--- src/rtl/qr_wavefront_seq_if.sv ---
// Handshake and feed bundle between the sample source, the QR wavefront
// sequencer and the systolic array top row.
interface qr_wavefront_seq_if #(
  parameter int WIDTH = 32,
  parameter int COLS  = 4,
  parameter int ROWS  = 2
);
  logic                    start;
  logic                    in_valid;
  logic                    in_ready;
  logic [COLS*WIDTH-1:0]   in_data;
  logic [COLS*WIDTH-1:0]   x_skew;
  logic [COLS-1:0]         x_skew_vld;
  logic [ROWS*COLS-1:0]    op;
  logic                    busy;
  logic                    done;

  modport master (
    output start, in_valid, in_data,
    input  in_ready, x_skew, x_skew_vld, op, busy, done
  );

  modport slave (
    input  start, in_valid, in_data,
    output in_ready, x_skew, x_skew_vld, op, busy, done
  );
endinterface

--- src/rtl/qr_wavefront_seq.sv ---
// Feed/control sequencer for a ROWS x COLS Givens-rotation QR systolic array.
// Optional feature macro: QR_CONT_EN (back-to-back blocks without draining).
module qr_wavefront_seq #(
  parameter int WIDTH    = 32,
  parameter int COLS     = 4,
  parameter int ROWS     = 2,
  parameter int NVEC     = 8,
  parameter int CELL_LAT = 1
) (
  input  logic                  clk,
  input  logic                  rst,
  qr_wavefront_seq_if.slave     bus,
  output logic [1:0]            state_dbg
);

  // Token delay line length: hops from cell (0,0) to cell (ROWS-1,COLS-1).
  localparam int DEPTH = (ROWS + COLS - 2) * CELL_LAT;

  typedef enum logic [1:0] {
    S_IDLE  = 2'd0,
    S_FEED  = 2'd1,
    S_DRAIN = 2'd2
  } state_t;

  state_t               state;
  logic [7:0]           vec_cnt;
  logic                 in_ready_q;
  logic                 busy_q;
  logic                 done_q;
  logic [DEPTH:0]       first_tok;
  logic [DEPTH:0]       last_tok;
  logic                 acc;
  logic                 is_first;
  logic                 is_last;
  logic [ROWS*COLS-1:0] op_vec;
  wire  [COLS*WIDTH-1:0] x_skew_w;
  wire  [COLS-1:0]       x_vld_w;

  // Handshake: a vector transfers on every edge where in_valid && in_ready;
  // in_ready is high exactly while in FEED and never depends on in_valid.
  assign acc      = bus.in_valid & in_ready_q;
  assign is_first = acc && (vec_cnt == 8'd0);
  assign is_last  = acc && (vec_cnt == 8'(NVEC - 1));

  always_ff @(posedge clk) begin
    if (rst) begin
      state      <= S_IDLE;
      vec_cnt    <= 8'd0;
      in_ready_q <= 1'b0;
      busy_q     <= 1'b0;
      done_q     <= 1'b0;
      first_tok  <= '0;
      last_tok   <= '0;
    end else begin
      first_tok <= {first_tok[DEPTH-1:0], is_first};
      last_tok  <= {last_tok[DEPTH-1:0], is_last};
      done_q    <= last_tok[DEPTH];
      case (state)
        S_IDLE: begin
          if (bus.start) begin
            state      <= S_FEED;
            vec_cnt    <= 8'd0;
            in_ready_q <= 1'b1;
            busy_q     <= 1'b1;
          end
        end
        S_FEED: begin
          if (acc) begin
            if (is_last) begin
`ifdef QR_CONT_EN
              if (bus.start) begin
                vec_cnt <= 8'd0;
              end else begin
                state      <= S_DRAIN;
                in_ready_q <= 1'b0;
              end
`else
              state      <= S_DRAIN;
              in_ready_q <= 1'b0;
`endif
            end else begin
              vec_cnt <= vec_cnt + 8'd1;
            end
          end
        end
        S_DRAIN: begin
          // Earlier chained blocks may report done while a later one is still in flight.
          if (done_q && (last_tok == '0)) begin
            state  <= S_IDLE;
            busy_q <= 1'b0;
          end
        end
        default: begin
          state      <= S_IDLE;
          in_ready_q <= 1'b0;
          busy_q     <= 1'b0;
        end
      endcase
    end
  end

  always_comb begin
    op_vec = '0;
    for (int i = 0; i < ROWS; i++) begin
      for (int j = 0; j < COLS; j++) begin
        if (j >= i) begin
          op_vec[i*COLS + j] = first_tok[(i + j) * CELL_LAT];
        end
      end
    end
  end

  // Column j is delayed j*CELL_LAT stages ahead of its output register;
  // empty slots carry zero data so a bubble looks like a zero row to the array.
  for (genvar j = 0; j < COLS; j++) begin : g_col
    logic [WIDTH-1:0] entry;
    logic [WIDTH-1:0] out_d;
    logic             out_v;

    assign entry = acc ? bus.in_data[j*WIDTH +: WIDTH] : '0;

    if (j == 0) begin : g_direct
      always_ff @(posedge clk) begin
        if (rst) begin
          out_d <= '0;
          out_v <= 1'b0;
        end else begin
          out_d <= entry;
          out_v <= acc;
        end
      end
    end else begin : g_delay
      localparam int DEP = j * CELL_LAT;
      logic [WIDTH-1:0] cd [DEP];
      logic [DEP-1:0]   cv;

      always_ff @(posedge clk) begin
        if (rst) begin
          for (int k = 0; k < DEP; k++) begin
            cd[k] <= '0;
          end
          cv    <= '0;
          out_d <= '0;
          out_v <= 1'b0;
        end else begin
          cd[0] <= entry;
          cv[0] <= acc;
          for (int k = 1; k < DEP; k++) begin
            cd[k] <= cd[k-1];
            cv[k] <= cv[k-1];
          end
          out_d <= cd[DEP-1];
          out_v <= cv[DEP-1];
        end
      end
    end

    assign x_skew_w[j*WIDTH +: WIDTH] = out_d;
    assign x_vld_w[j]                 = out_v;
  end

  assign bus.in_ready   = in_ready_q;
  assign bus.busy       = busy_q;
  assign bus.done       = done_q;
  assign bus.op         = op_vec;
  assign bus.x_skew     = x_skew_w;
  assign bus.x_skew_vld = x_vld_w;
  assign state_dbg      = state;

endmodule
--- src/flat_wrapper.sv ---
// flat-port wrapper written by rule: the top's interface ports become plain ports
module qr_wavefront_seq_flat 
#(
  parameter int WIDTH    = 32,
  parameter int COLS     = 4,
  parameter int ROWS     = 2,
  parameter int NVEC     = 8,
  parameter int CELL_LAT = 1
)
  (clk, rst, state_dbg, bus_start, bus_in_valid, bus_in_data, bus_in_ready, bus_x_skew, bus_x_skew_vld, bus_op, bus_busy, bus_done);
  qr_wavefront_seq_if #(.WIDTH(WIDTH), .COLS(COLS), .ROWS(ROWS)) bus_i ();
  input  logic clk;
  input  logic rst;
  output logic [1:0] state_dbg;
  input wire logic [$bits(bus_i.start)-1:0] bus_start;
  input wire logic [$bits(bus_i.in_valid)-1:0] bus_in_valid;
  input wire logic [$bits(bus_i.in_data)-1:0] bus_in_data;
  output wire logic [$bits(bus_i.in_ready)-1:0] bus_in_ready;
  output wire logic [$bits(bus_i.x_skew)-1:0] bus_x_skew;
  output wire logic [$bits(bus_i.x_skew_vld)-1:0] bus_x_skew_vld;
  output wire logic [$bits(bus_i.op)-1:0] bus_op;
  output wire logic [$bits(bus_i.busy)-1:0] bus_busy;
  output wire logic [$bits(bus_i.done)-1:0] bus_done;
  assign bus_i.start = bus_start;
  assign bus_i.in_valid = bus_in_valid;
  assign bus_i.in_data = bus_in_data;
  assign bus_in_ready = bus_i.in_ready;
  assign bus_x_skew = bus_i.x_skew;
  assign bus_x_skew_vld = bus_i.x_skew_vld;
  assign bus_op = bus_i.op;
  assign bus_busy = bus_i.busy;
  assign bus_done = bus_i.done;
  qr_wavefront_seq #(.WIDTH(WIDTH), .COLS(COLS), .ROWS(ROWS), .NVEC(NVEC), .CELL_LAT(CELL_LAT)) u_core (.clk(clk), .rst(rst), .bus(bus_i), .state_dbg(state_dbg));
endmodule
--- config.mk ---
export PLATFORM = sky130hd
export DESIGN_NAME = qr_wavefront_seq_flat
export DESIGN_NICKNAME = d
export VERILOG_FILES = /design/src/rtl/qr_wavefront_seq_if.sv /design/src/rtl/qr_wavefront_seq.sv /design/src/flat_wrapper.sv
export SDC_FILE = /design/constraint.sdc
export NUM_CORES = 1
export LEC_CHECK = 0
export ABC_AREA = 1
export BUFFER_PORTS_ARGS = -buffer_cell sky130_fd_sc_hd__buf_2
export CORE_MARGIN = 4
export CORE_UTILIZATION = 35
export CTS_CLUSTER_DIAMETER = 50
export CTS_CLUSTER_SIZE = 12
export DETAILED_ROUTE_END_ITERATION = 6
export PLACE_DENSITY = 0.66
export SLEW_MARGIN = 10
export SYNTH_ARGS = -nofsm -noshare
export SYNTH_HDL_FRONTEND = slang
export SYNTH_SLANG_ARGS = --single-unit
export TNS_END_PERCENT = 20
--- constraint.sdc ---
create_clock -name clk -period 1.8 [get_ports clk]
set_input_delay 0.36 -clock clk [delete_from_list [all_inputs] [get_ports clk]]
set_output_delay 0.36 -clock clk [all_outputs]
set_load 0.01 [all_outputs]
; After elaboration in Yosys (flattened, before gate mapping)
; Memory sizes are Yosys's and may differ from the RTL's. A register that Yosys moved wholly into a read port is not among the register bits.
; Index checks and enable logic that the tools add are counted.
[totals]
ramBits = 192
reg_bits = 64
out_inout_bits = 145
n_memories = 3
word_cells = 76
[classes]
bitwise = 9
mux = 28
add_sub_neg = 1
eq_ne = 8
reduce_logical = 13
[memory_table]
columns = memory, words, word_bits, rd, rd_ports_with_merged_regs, write_ports, line
row1 = u_core.g_col[3].g_delay.cd, 3, 32, 3, 1, 3, qr_wavefront_seq.sv:134  ; logic [WIDTH-1:0] cd [DEP];
row2 = u_core.g_col[2].g_delay.cd, 2, 32, 2, 1, 2, qr_wavefront_seq.sv:134
row3 = u_core.g_col[1].g_delay.cd, 1, 32, 1, 1, 1, qr_wavefront_seq.sv:134
[op_table]
columns = op, n
row1 = two-way mux 32 bit, 9
row2 = OR reduction 32 bit, 1
row3 = two-way mux 8 bit, 3
row4 = one-hot mux 8 bit (2 select lines), 1
row5 = AND reduction 4 bit, 3
row6 = "adder 8 x 1 -> 8 bit, second input constant", 1
row7 = "== test 8 x 3 -> 1 bit, second input constant", 1
row8 = logical NOT 8 bit, 1
row9 = two-way mux 1 bit, 8
row10 = two-way mux 2 bit, 4
row11 = "!= test 2 x 1 -> 1 bit, second input constant", 3
row12 = one-hot mux 1 bit (3 select lines), 2
row13 = one-hot mux 2 bit (3 select lines), 1
row14 = logical NOT 5 bit, 1
row15 = OR 1 bit, 5
row16 = "!= test 2 bit, second input constant", 2
row17 = logical AND 1 bit, 3
row18 = inverter 1 bit, 3
row19 = AND reduction 3 bit, 1
row20 = "== test 2 x 1 -> 1 bit, second input constant", 1
row21 = "== test 2 bit, second input constant", 1
row22 = logical NOT 2 bit, 1
row23 = nonzero test 2 bit, 1
row24 = OR reduction 2 bit, 1
row25 = bitwise AND 1 bit, 1

; Depth between registers and ports, before layout
; Gate-level depths: netlist of the first run.
[logic_depth]
ltp_word = 5
ltp_mapped = 9
ltp_nobuf = 9

; Worst setup path after synthesis of the first run
; OpenSTA, ideal clock, no wires.
[synth_timing]
path_kind = register to register
start = reg u_core.vec_cnt[0]
end = reg u_core.vec_cnt[7]
setup_slack_ps = 486
arrival_time_ps = 1204
path_buffers = 1
synth_period_minus_slack_ps = 1314
stages_incl_launch_ff = 10
path_cell_list = dfxtp_1 -> ha_1 -> nand3_2 -> nor2_2 -> nand3_2 -> buf_6 -> nand3_1 -> nand2_1 -> inv_1 -> nor2_1
[synth_between]
elab_chain_cells = 4
word_cells_on_any_way = 8
[synth_lines]
columns = element, line
row1 = from (decl), qr_wavefront_seq.sv:26  ; logic [7:0] vec_cnt;
row2 = from (signal assigned), qr_wavefront_seq.sv:82  ; vec_cnt <= vec_cnt + 8'd1;
row3 = adder 8 x 1 -> 8 bit or == test 8 x 3 -> 1 bit (tied branches), "qr_wavefront_seq.sv:82, qr_wavefront_seq.sv:43"
row4 = two-way mux 8 bit or logical AND 1 bit (tied branches), "qr_wavefront_seq.sv:69, qr_wavefront_seq.sv:43"
row5 = two-way mux 8 bit or != test 2 bit (tied branches), -
row6 = one-hot mux 8 bit (2 select lines) or AND reduction 4 bit (tied branches), -
; Parallel ways exist; a longest one is shown, timed or not. The select of a mux whose other input is x is not followed.
; A chain may end at the register's enable or synchronous reset.

; Final worst setup path of the first run
[layout_timing]
start = reg u_core.vec_cnt[0]
end = reg u_core.vec_cnt[1]
; Same word-level chain as after synthesis.

==> impl_metrics.toml, run 1 <==
[status]
status = "completed"

[routing]
post_drt_via_cell_ratio = 3.82
dr.pass1.iters = 4
routed_wl_mm = 19.5
dr.first_iter.drc_count = 181
drc = 0
num_vias = 7093
avgRoutedWirePerCell_um = 10.5
ant_nets = 0

[synthesis]
synth_fp_nets = 1311
synth_cells = 1177
async_reset_ff_share_pct = 0
syn_avg_cell_area_um2 = 8.70
ys_types = 21
post-synth-top-area-cell = "dfxtp_1"
yosysWarnings = 0
synth_area_leaders = "dfxtp_1 (68%), nor2_1 (13%), inv_1 (13%), buf_2 (1.6%), nand2_1 (1.4%)"
seq_area_frac_synth_pct = 67.9
synth_seq_cells = 347
synth_common_cells = "nor2_1 (353), inv_1 (351), dfxtp_1 (347)"
yosys.area.top_type_share_pct = 67.9
synth.cell_area_um2 = 10200
synth-main-ff-cell = "dfxtp_1"
synth_edf_count = 0
synth_most_common_cell = "nor2_1"

[timing]
max_slew_margin_pct = 62.4
hold_viol_final = 0
fin_crit_ps = 1470
layout_setup_ws_ps = 328
setup_viol = 0
clock.fmax_mhz = 679
clock_skew_ps = 22.6
fin_crit_sh_pct = 81.8
worst_slew_pin_slew_ps = 563
maxSlewViolCount = 0
grt_setup_unrepaired = "false"
setup_tns_ps = 0

[cts]
root_buffer = "clkbuf_16"
cts_max_path_buffers = 3
cts_resized = 0
cts-buffers-inserted = 39
cts_tree = "built"
cts_sinks = 347
postCtsSetupBuffers = 0
h-tree-depth = 2
clkTransAtPathRegs_ps = 60
hold_buffers = 0
clock_latency_ps = 520

[min_path]
hold_path.class = "in -> reg"
worstHoldStart = "bus_in_data[20]"
holdPathStages = 3
hold_path_end = "u_core.g_col[0].out_d[20]"

[floorplan]
start_util_pct = 35.6
die_x_um = 179
die_h_um = 179
core_um2 = 28800
io_pins = 277
num_rows = 62
die-area_um2 = 32100

[grt]
grt_pass1_wl_mm = 31.2
grt.total_usage_pct = 11.9
grt_pass1_vias = 6857
grt_overflow_total = 0
antenna_found_initial = 6
grt_max_degree = 86

[cells_and_area]
area_growth_pct = 28.2
register_area_um2 = 6950
nets = 1587
drive_gt1_share_pct = 23.5
multi_input_area_um2 = 1700
stdcell_count = 1856
nFillCells = 2837

[setup_path]
reg2reg_depth = 8
crit_path_max_incr_delay_ps = 390
cp-end-kind = "flop"
crit_arrival_ps = 1870
r2r_slack_ps = 330
slowest_stage = "dfxtp_1"
startpoint_type = "flop"
worstPathRequired_ps = 2200
r2r_end = "u_core.vec_cnt[1]"
crit_chain = "ha_1 > nand3_2 > nor2_2 > nand3_2 > nand2_1 > inv_1 > nor2_1 > nor2_1"
worstPathMaxFanout = 5
worstSetupPathType = "reg -> reg"
reg2reg_from = "u_core.vec_cnt[0]"

[place]
dp_hpwl_mm = 13.6
dp_slack_ps = 339
dp.cells = 1796
io_buffers = 275
gp_congestion = 0.786

[power]
p_leak_nw = 6.53
ir_drop_uv = 802
p_per_area_nw_per_um2 = 1190

[job]
drv_cap = 0
[kinds of logic (layout without fill, tap and decap cells)]
| logic type | count (synthesis) | after routing | synth area share [%] |
|---|---|---|---|
| fa+ha+maj | 2 | 2 | 0.244 |
| simple gates | 414 | 414 | 15.7 |
| compound gates | 12 | 12 | 0.636 |
| flops | 347 | 347 | 67.9 |
| buf+inv | 401 | 695 | 15.5 |
| other cells | 1 | 2 | 0.0366 |
[power by group]
part | switching [W] | internal, W
Sequential | 0.0000441 | 0.00781
Clock | 0.00293 | 0.00428
Combinational | 0.000341 | 0.000240
Total | 0.00331 | 0.0123
[state kept, by name, summed over array words and instances (netlist names), 2 cells and up]
| name | flops |
|---|---|
| u_core.g_col.g_delay.cv | 3 |
| u_core.g_col.g_delay.cd | 192 |
| u_core.g_col.out_d | 128 |
| u_core.last_tok | 5 |
| u_core.vec_cnt | 8 |
| u_core.first_tok | 5 |
| u_core.state_dbg | 2 |
[cell type report]
cell class / count / area share (%)
flip-flops and latches: 347 / 52.9
multi-input cells: 429 / 12.9
repair buffers: 283 / 11.5
inverters: 353 / 10.1
clock buffers: 48 / 8.00
well taps: 384 / 3.66
clock inverters: 11 / 0.867
diodes: 1 / 0.0191
[per-stage QoR]
step	hold WS, ps	area, um2	utilization (%)	power, W
2_1_floorplan	388	10200	-	0.00834
3_3_place_gp	389	12000	41.6	0.00860
3_5_place_dp	392	12000	41.6	0.00861
4_1_cts	22.9	13100	45.6	0.0159
5_1_grt	28.1	13100	45.6	0.0163
6_report	47.3	13100	45.6	0.0156
[layer usage]
| metal | vias up | track usage [%] | wire [um] |
|---|---|---|---|
| li1 | 3751 | - | - |
| met2 | 212 | 19.5 | 9050 |
| met3 | 55 | 5.12 | 2040 |
| met5 | - | 0 | 62 |
| met1 | 3065 | 13.7 | 7820 |
| met4 | 10 | 4.67 | 535 |
[worst max-delay path by stage]
stage	end	from	cells past startpoint
3_3_place_gp	u_core.vec_cnt[7]	u_core.vec_cnt[0]	9
2_1_floorplan	u_core.vec_cnt[7]	u_core.vec_cnt[0]	9
3_5_place_dp	u_core.vec_cnt[1]	u_core.vec_cnt[1]	8
6_report	u_core.vec_cnt[1]	u_core.vec_cnt[0]	8
5_1_grt	u_core.vec_cnt[1]	u_core.vec_cnt[0]	8
4_1_cts	state_dbg[0]	u_core.state_dbg[0]	1
[placed cells by master (no fill, tap or decap), drive strengths merged]
cell type and n:
inv 359, nor2 355, dfxtp 347, buf 283, clkbuf 48, nand2 38
nand3 16, a21oi 7, o21ai 4, nor3 3, nand4 2, ha 2
clkinvlp 2, clkinv 2, diode 1, a31oi 1, conb 1, bufinv 1
[worst max-delay path: cells and delay by family, from the launching register on]
| kind | cells | cell delay, ps |
|---|---|---|
| AND/OR/NAND/NOR | 6 | 630 |
| flip-flops | 1 | 390 |
| adder cells (fa/ha/maj) | 1 | 250 |
| buffers and inverters | 1 | 90 |
Power figures use the tool's default switching activity.
==> inputs of run 2 (changes only) <==
--- a/config.mk
+++ b/config.mk
@@ -12,7 +12,7 @@
 export CTS_CLUSTER_DIAMETER = 50
 export CTS_CLUSTER_SIZE = 12
 export DETAILED_ROUTE_END_ITERATION = 6
-export PLACE_DENSITY = 0.66
+export PLACE_DENSITY = 0.68
 export SLEW_MARGIN = 10
 export SYNTH_ARGS = -nofsm -noshare
 export SYNTH_HDL_FRONTEND = slang
==> constraint.sdc (replaced) <==
create_clock -name clk -period 1.3 [get_ports clk]
set_input_delay 0.26 -clock clk [delete_from_list [all_inputs] [get_ports clk]]
set_output_delay 0.26 -clock clk [all_outputs]
set_load 0.01 [all_outputs]
==> run 2 against run 1 <==
Final area rose by 13%. Die area unchanged. Cell count up 7.7%. Critical path depth fell by 7. First-iteration DRC count is 28% higher. Flip-flop and latch count is the same. Sequential share of layout area is 5.8 points lower. Clock skew shrank 10 ps. Total power grew 47%. Non-clock buffer count up 143. Register-to-register slack got worse by 310 ps. Critical path type is now reg -> out.
==> impl_metrics.toml, run 2 (synthesis gave the netlist of run 1 again) <==
[status]
status = "completed"

[setup_path]
crit_family = "flip-flops"
worstPathMaxFanout = 5
worstPathRequired_ps = 1040
worstSetupPathType = "reg -> out"
crit_arrival_ps = 1030
crit_chain = "buf_6"
slowest_stage = "dfxtp_4"
startpoint_type = "flop"
r2r_slack_ps = 20
cp-end-kind = "primary output"
crit_buf_inv = 1
crit_path_max_incr_delay_ps = 410

[grt]
grtUsageMet3_pct = 5.36
grt_pass1_vias = 8009
grt_max_degree = 69
grt-busiest-layer = "met2"
grt_overflow_total = 0
antenna_found_initial = 3
grt.total_usage_pct = 13.7
grt_pass1_wl_mm = 36.0
use_met2_pct = 24.0
met1_usage_pct = 14.4

[cts]
cts_tree = "built"
cts-buffers-inserted = 40
root_buffer = "clkbuf_16"
clock_latency_ps = 520
h-tree-depth = 2
cts_sinks = 347
clkTransAtPathRegs_ps = 50
cts_max_path_buffers = 3

[job]
drv_cap = 0

[cells_and_area]
top_register = "u_core.g_col.g_delay.cd"
drive_gt1_share_pct = 24.0
reg.largest.list = "u_core.g_col.g_delay.cd: 192 flops, u_core.g_col.out_d: 128 flops, u_core.vec_cnt: 8 flops"
area_growth_pct = 44.3
final_cell_mix = "nor2_1 (351), inv_1 (349), dfxtp_1 (334)"
nets = 1731
largest_register_ffs = 192
mostFrequentLayoutCell = "nor2_1"

[power]
p_leak_nw = 7.22
ir_drop_uv = 929
p_per_area_nw_per_um2 = 1550

[timing]
fin_crit_sh_pct = 99.4
maxSlewViolCount = 0
fin_crit_ps = 1290
setup_tns_ps = 0
setup_viol = 0
hold_viol_final = 0
layout_setup_ws_ps = 7.76
clock.fmax_mhz = 774
grt_setup_unrepaired = "true"
clock_skew_ps = 12.2

[routing]
post_drt_via_cell_ratio = 3.93
dr.pass1.iters = 5
num_vias = 7865
routed_wl_mm = 22.6
avgRoutedWirePerCell_um = 11.3
ant_nets = 0
dr.first_iter.drc_count = 231
drc = 0

[place]
io_buffers = 275
dp_slack_ps = -26.9
gp_congestion = 0.795
dp_hpwl_mm = 13.9

[floorplan]
die_x_um = 179
core_um2 = 28800
die-area_um2 = 32100
start_util_pct = 35.6
die_h_um = 179
num_rows = 62
io_pins = 277

[min_path]
hold_path.class = "in -> reg"
==> run 2: final timing paths <==
kind | start | end | cells past startpoint
max reg2reg | u_core.vec_cnt[1] | u_core.vec_cnt[6] | 9
min | bus_start | u_core.state_dbg[1] | 3
max | u_core.state_dbg[0] | state_dbg[0] | 1
min reg2reg | u_core.g_col[3].g_delay.cd[2][0] | u_core.g_col[3].out_d[0] | 2
==> run 2: stage by stage <==
step	total power, W	cell area, um2	hold slack (ps)	utilization (%)	cells
3_3_place_gp	0.0119	12100	389	41.9	1808
3_5_place_dp	0.0120	12100	392	41.9	1808
6_report	0.0229	14800	90.9	51.3	1999
5_1_grt	0.0238	14800	81.0	51.3	1999
2_1_floorplan	0.0116	10200	372	-	1177
4_1_cts	0.0232	14700	47.2	50.9	1994
==> run 2: cell type report <==
class                           count  area, um2
Antenna cell                        3       7.51
Fill cell                        2537      14000
Timing Repair Buffer              426       2920
Multi-Input combinational cell    429       1780
Clock buffer                       41       1010
Sequential cell                   347       6970
Inverter                          353       1330
Tap cell                          384        480
Clock inverter                     16        265
==> run 2: what timing repair did <==
| action | CTS | global route |
|---|---|---|
| gates cloned | 0 | 0 |
| hold endpoints to repair | 129 | 0 |
| endpoints found under the setup margin | 13 | 13 |
| resized for setup | 11 | 24 |
| buffers inserted | 0 | 2 |
| pin swaps | 1 | 12 |
| hold buffers | 129 | 0 |
==> run 2: metal layers <==
layer | wire (um) | share of wire (%)
met1 | 8720 | 39
met2 | 10900 | 48
met3 | 2030 | 9.0
met4 | 952 | 4.2
met5 | 0 | 0
==> run 2: power by group <==
| part | switching [W] | internal (W) | total, W |
|---|---|---|---|
| Sequential | 0.0000656 | 0.0108 | 0.0109 |
| Combinational | 0.000585 | 0.000630 | 0.00122 |
| Clock | 0.00418 | 0.00666 | 0.0108 |
| Total | 0.00483 | 0.0181 | 0.0229 |
